[src/rtl/autocorr_pkg.sv]
// autocorr_pkg: shared types and sizing helpers for autocorr_stream (AUTOCORR_SYMMETRIC_EN selects symmetric beat count)
package autocorr_pkg;
  typedef enum logic {ACCUM, DRAIN} state_t;
  function automatic int acc_w(input int data_w, input int win_len);
    return 2 * data_w + $clog2(win_len);
  endfunction
  function automatic int lag_w(input int lags);
    return $clog2(lags) + 1;
  endfunction
  function automatic int beat_cnt(input int lags);
`ifdef AUTOCORR_SYMMETRIC_EN
    return 2 * lags - 1;
`else
    return lags;
`endif
  endfunction
endpackage

[src/rtl/autocorr_lag_mac.sv]
// autocorr_lag_mac: signed multiply-accumulate for one correlation lag
module autocorr_lag_mac #(
  parameter int DATA_W = 8,
  parameter int ACC_W = 20
) (
  input  logic                     clk,
  input  logic                     rst_n,
  input  logic                     clr,
  input  logic                     en,
  input  logic signed [DATA_W-1:0] a,
  input  logic signed [DATA_W-1:0] b,
  output logic signed [ACC_W-1:0]  acc
);
  logic signed [2*DATA_W-1:0] prod;
  logic signed [ACC_W-1:0] acc_q, acc_d;
  assign prod = a * b;
  assign acc = acc_q;
  // clear wins over accumulate; product is sign-extended into the accumulator
  always_comb acc_d = clr ? '0 : en ? acc_q + {{(ACC_W-2*DATA_W){prod[2*DATA_W-1]}}, prod} : acc_q;
  // accumulator register
  always_ff @(posedge clk or negedge rst_n)
    if (!rst_n) acc_q <= '0;
    else acc_q <= acc_d;
endmodule

[src/rtl/autocorr_stream.sv]
// autocorr_stream: streaming windowed autocorrelator, one lag per output beat (AUTOCORR_SYMMETRIC_EN adds negative lags)
module autocorr_stream
  import autocorr_pkg::*;
#(
  parameter int DATA_W = 8,
  parameter int LAGS = 4,
  parameter int WIN_LEN = 16,
  localparam int ACC_W = acc_w(DATA_W, WIN_LEN),
  localparam int LAG_W = lag_w(LAGS)
) (
  input  logic                     clk,
  input  logic                     rst_n,
  input  logic                     clear,
  input  logic                     in_valid,
  output logic                     in_ready,
  input  logic signed [DATA_W-1:0] in_data,
  output logic                     out_valid,
  input  logic                     out_ready,
  output logic signed [LAG_W-1:0]  out_lag,
  output logic signed [ACC_W-1:0]  out_data,
  output logic                     out_last,
  output logic                     busy
);
  localparam int CNT_W = $clog2(WIN_LEN + 1);
  localparam int IW = $clog2(LAGS);
  localparam logic signed [LAG_W-1:0] FIRST_LAG = LAG_W'(LAGS - beat_cnt(LAGS));
  localparam logic signed [LAG_W-1:0] LAST_LAG = LAG_W'(LAGS - 1);
  state_t state_q, state_d;
  logic [CNT_W-1:0] cnt_q, cnt_d;
  logic signed [DATA_W-1:0] dl_q [LAGS-1];
  logic signed [DATA_W-1:0] dl_d [LAGS-1];
  logic signed [DATA_W-1:0] tap [LAGS];
  logic signed [ACC_W-1:0] acc [LAGS];
  logic out_valid_q, out_valid_d, out_last_q, out_last_d;
  logic signed [LAG_W-1:0] out_lag_q, out_lag_d;
  logic [IW-1:0] idx;
  logic accept, done, clr;
  assign in_ready = state_q == ACCUM;
  assign accept = in_valid && in_ready && !clear;
  assign done = state_q == DRAIN && out_ready && out_last_q;
  assign clr = clear || done;
  assign busy = state_q == DRAIN || cnt_q != '0;
  assign out_valid = out_valid_q;
  assign out_lag = out_lag_q;
  assign out_last = out_last_q;
  assign idx = IW'(out_lag_q[LAG_W-1] ? -out_lag_q : out_lag_q);
  assign out_data = out_valid_q ? acc[idx] : '0;
  // tap k is the current sample delayed by k accepted samples
  always_comb begin
    tap[0] = in_data;
    for (int i = 1; i < LAGS; i++) tap[i] = dl_q[i-1];
  end
  for (genvar k = 0; k < LAGS; k++) begin : g_mac
    autocorr_lag_mac #(.DATA_W(DATA_W), .ACC_W(ACC_W)) u_mac (
      .clk(clk), .rst_n(rst_n), .clr(clr), .en(accept), .a(in_data), .b(tap[k]), .acc(acc[k])
    );
  end
  // accumulate until the window fills, then step through the lag beats
  always_comb begin
    state_d = state_q;
    cnt_d = cnt_q;
    dl_d = dl_q;
    out_valid_d = out_valid_q;
    out_lag_d = out_lag_q;
    out_last_d = out_last_q;
    if (clr) begin
      state_d = ACCUM;
      cnt_d = '0;
      dl_d = '{default: '0};
      out_valid_d = 1'b0;
      out_lag_d = '0;
      out_last_d = 1'b0;
    end else if (accept) begin
      dl_d[0] = in_data;
      for (int i = 1; i < LAGS - 1; i++) dl_d[i] = dl_q[i-1];
      cnt_d = cnt_q + CNT_W'(1);
      if (cnt_q == CNT_W'(WIN_LEN - 1)) begin
        state_d = DRAIN;
        out_valid_d = 1'b1;
        out_lag_d = FIRST_LAG;
      end
    end else if (state_q == DRAIN && out_ready) begin
      out_lag_d = out_lag_q + LAG_W'(1);
      out_last_d = out_lag_d == LAST_LAG;
    end
  end
  // state, counter, delay line and output registers
  always_ff @(posedge clk or negedge rst_n)
    if (!rst_n) begin
      state_q <= ACCUM;
      cnt_q <= '0;
      dl_q <= '{default: '0};
      out_valid_q <= 1'b0;
      out_lag_q <= '0;
      out_last_q <= 1'b0;
    end else begin
      state_q <= state_d;
      cnt_q <= cnt_d;
      dl_q <= dl_d;
      out_valid_q <= out_valid_d;
      out_lag_q <= out_lag_d;
      out_last_q <= out_last_d;
    end
endmodule

[config.mk]
export PLATFORM = sky130hd
export DESIGN_NAME = autocorr_stream
export DESIGN_NICKNAME = d
export VERILOG_FILES = /design/src/rtl/autocorr_pkg.sv /design/src/rtl/autocorr_lag_mac.sv /design/src/rtl/autocorr_stream.sv
export SDC_FILE = /design/constraint.sdc
export NUM_CORES = 1
export LEC_CHECK = 0
export CAP_MARGIN = 40
export CORE_AREA = 10 10 255 257
export DETAILED_ROUTE_END_ITERATION = 8
export DIE_AREA = 0 0 265 267
export PLACE_DENSITY = 0.51
export SLEW_MARGIN = 20
export SYNTH_ARGS = -nofsm -noshare
export SYNTH_HDL_FRONTEND = slang
export SYNTH_HIERARCHICAL = 1
export SYNTH_SLANG_ARGS = --single-unit
export TNS_END_PERCENT = 100
[constraint.sdc]
create_clock -name clk -period 15.06 [get_ports clk]
set_clock_uncertainty 0.15 [all_clocks]
set_input_delay 3.765 -clock clk [delete_from_list [all_inputs] [get_ports clk]]
set_output_delay 3.765 -clock clk [all_outputs]
set_load 0.01 [all_outputs]
==> impl_metrics.json <==
{
  "worstRegToRegCells": 26,
  "dp_hpwl_mm": 37.5,
  "yosysTopAreaCellShare_pct": 23.6,
  "drtIter0Drc": 917,
  "synthTopCellsByArea": "fa_1 (24%), dfrtp_1 (15%), ha_1 (13%)",
  "antenna_cells": 0,
  "min_path_type": "reg -> reg",
  "irDropWorstVdd_uv": 110,
  "dp.cells": 2908,
  "p_seq_share_pct": 15.8,
  "pin_count": 40,
  "grt_overflow": 0,
  "cts_tree": "built",
  "io_buffers": 39,
  "setup_tns_ns": 0,
  "worstMarginPinSlew_ns": 0.796,
  "synth.distinct_cells": 88,
  "synth-main-ff-cell": "dfrtp_1",
  "viasPerCell": 4.92,
  "syn-cell-area_sq_mm": 0.0190,
  "combPwrFrac_pct": 66.2,
  "drv_cap": 0,
  "postCtsSetupRepairBufs": 0,
  "cts.sinks": 114,
  "core-area_sq_mm": 0.0599,
  "drtPass1Iterations": 6,
  "startpoint": "in_data[4]",
  "antenna_found_initial": 0,
  "drive_above_1_share_pct": 4.35,
  "synth.most_common_cell": "inv_1",
  "finalHoldViolCount": 0,
  "clock_latency_ns": 0.46,
  "critPathRequiredTime_ns": 15.25,
  "detail-route-antenna-nets": 0,
  "wl_mm": 48.3,
  "cp-end-kind": "flop",
  "cts.clk_slew.worst_paths_ns": 0.06,
  "post_cts_resize_count": 0,
  "crit_type": "in -> reg",
  "vias": 14500,
  "synth_nets": 2546,
  "syn_area_per_cell_sq_um": 9.02,
  "yosysSeqAreaShare_pct": 15.0,
  "synth_seq_cells": 114,
  "netSwitchingFraction_pct": 48.1,
  "period_needed_ns": 10.41,
  "setup_viol": 0,
  "arrival_ns": 10.60,
  "grt_pass1_wl_mm": 79.4,
  "slew_headroom_pct": 46.9,
  "first_global_vias": 14900,
  "use_met1_pct": 17.8,
  "grt_max_degree": 71,
  "fp.dieH_microns": 267,
  "cts_buffers": 17,
  "rows": 90,
  "synthArstFlopShare_pct": 100,
  "fin_crit_sh_pct": 69.1,
  "max_freq_ghz": 0.0961,
  "rsz0062_at_grt": "false",
  "dieArea_sq_mm": 0.0708,
  "avgRoutedWirePerCell_microns": 16.4,
  "die_x_microns": 265,
  "path_max_fanout": 41,
  "rr_startpoint": "dl_q[10]",
  "synth_edf_count": 0,
  "nets": 2585,
  "area_growth_pct": 10.3,
  "holdPathStages": 1,
  "power_leakage_nw": 10.1,
  "start_util_pct": 31.8,
  "met3_usage_pct": 1.86,
  "fill_cells": 6168,
  "grt.met2_usage_pct": 23.7,
  "yosys.area.top_type": "fa_1",
  "yosysWarnings": 6,
  "clock_path_buffers": 2,
  "drc": 0,
  "outcome": "finished, final reports clean",
  "busiest_layer": "met2",
  "synthTopCellsByCount": "inv_1 (387), fa_1 (224), ha_1 (201)",
  "place.gp.congestion": 0.858,
  "root_buffer": "clkbuf_16",
  "synthesis.instances": 2108,
  "p_sw_mw": 1.19,
  "pwr-share-clk_pct": 18.0,
  "cts_max_level": 4,
  "report.final.slew_viol_count": 0,
  "p_int_mw": 1.28,
  "hold_buffers": 0,
  "powerDensity_mw_per_mm2": 118,
  "min_from": "cnt_q[4]",
  "final-instance-count-excl-fill": 2942,
  "grt_usage_pct": 14.0,
  "critPathLaunchType": "input pin"
}
routing by layer:
metal  share of wire (%)  up-vias
met5                   0        -
met2                  48      228
met4                 3.1        0
met3                 3.2       50
met1                  45     7158
li1                    -     7033
sequential cells by signal, indices dropped and copies added (netlist names):
| register | flops |
|---|---|
| g_mac.u_mac/acc | 80 |
| dl_q | 24 |
| cnt_q | 5 |
| out_lag | 3 |
| out_last | 1 |
| out_valid | 1 |
layout by cell type (no fill, tap or decap), types with 12 or more instances in the layout:
cell type and instances:
nand2b_1 16, nor2_1 120, a21o_1 39, a21oi_1 98, or3_1 13, a22o_1 31
ha_1 201, dfrtp_1 113, buf_4 16, nor3_1 21, o21a_1 15, nor2b_1 45
inv_1 386, clkdlybuf4s50_1 38, xnor2_1 78, clkbuf_16 17, o211ai_1 12, a211oi_1 20
xor2_1 23, and2_1 180, nand4_1 15, nand3_1 17, o21ai_0 38, mux2i_1 71
fa_1 224, nand2_1 103, o22ai_1 20, o21bai_1 23
layout make-up:
type | count | area, sq um | share of cell area [%]
timing repair buffer | 57 | 539 | 2.57
tap | 782 | 978 | 4.66
multi-input combinational | 1569 | 14500 | 69.2
clock buffer | 19 | 453 | 2.16
sequential | 114 | 2850 | 13.6
inverter | 388 | 1460 | 6.96
clock inverter | 13 | 171 | 0.817
worst paths after layout:
check	to	slack [ns]
max	g_mac[2].u_mac/acc[19]	4.65
min	cnt_q[4]	0.37
max reg2reg	g_mac[2].u_mac/acc[19]	8.18
min reg2reg	cnt_q[4]	0.37
max in group asynchronous	dl_q[15]	10.05
min in group asynchronous	g_mac[3].u_mac/acc[12]	3.05
cells by family after synthesis:
group / count (synthesis) / share of synthesized area, %
AND/OR/NAND/NOR: 579 / 16.3
multiplexers: 80 / 4.31
adder cells (fa/ha/maj): 425 / 36.8
buffers and inverters: 425 / 8.64
flip-flops: 114 / 15.0
AO/OA/AOI/OAI: 383 / 14.3
XOR/XNOR: 102 / 4.74
worst max-delay path: stages:
cell and delay (ns):
clkdlybuf4s50_1 0.46, buf_4 0.41, and2_1 0.21, ha_1 0.24, fa_1 0.47, ha_1 0.29, inv_1 0.04, fa_1 0.47
inv_1 0.04, ha_1 0.24, fa_1 0.49, a21o_1 0.19, a21oi_1 0.23, o21bai_1 0.10, a21oi_1 0.29, o21bai_1 0.09
a21oi_1 0.28, mux2i_1 0.11, nand3b_1 0.38, ha_1 0.34, a21o_1 0.18, a21oi_1 0.20, nand2_1 0.08, a21o_1 0.18
a21oi_1 0.20, and4_1 0.24, nor2_2 0.04, mux2_4 0.29
power groups by stage:
| stage | clock network (mW) | registers, mW | logic (mW) |
|---|---|---|---|
| 2_1_floorplan | 0 | 0.373 | 1.23 |
| 3_5_place_dp | 0 | 0.396 | 1.63 |
| 4_1_cts | 0.454 | 0.391 | 1.64 |
| 6_report | 0.444 | 0.390 | 1.64 |
| 3_3_place_gp | 0 | 0.395 | 1.59 |
| 5_1_grt | 0.465 | 0.396 | 1.84 |
metrics by stage:
step	total power [mW]	cell area, sq um	hold slack (ns)	utilization [%]	setup WS (ns)
global route	2.70	21000	0.405	35.0	4.23
floorplan	1.61	19000	0.321	-	5.61
CTS	2.48	21000	0.375	35.0	4.59
detailed placement	2.02	20300	0.357	34.0	4.10
global placement	1.99	20300	0.356	33.9	4.15
finish	2.47	21000	0.371	35.0	4.65
Note: power is estimated with default switching activity, not from simulation.
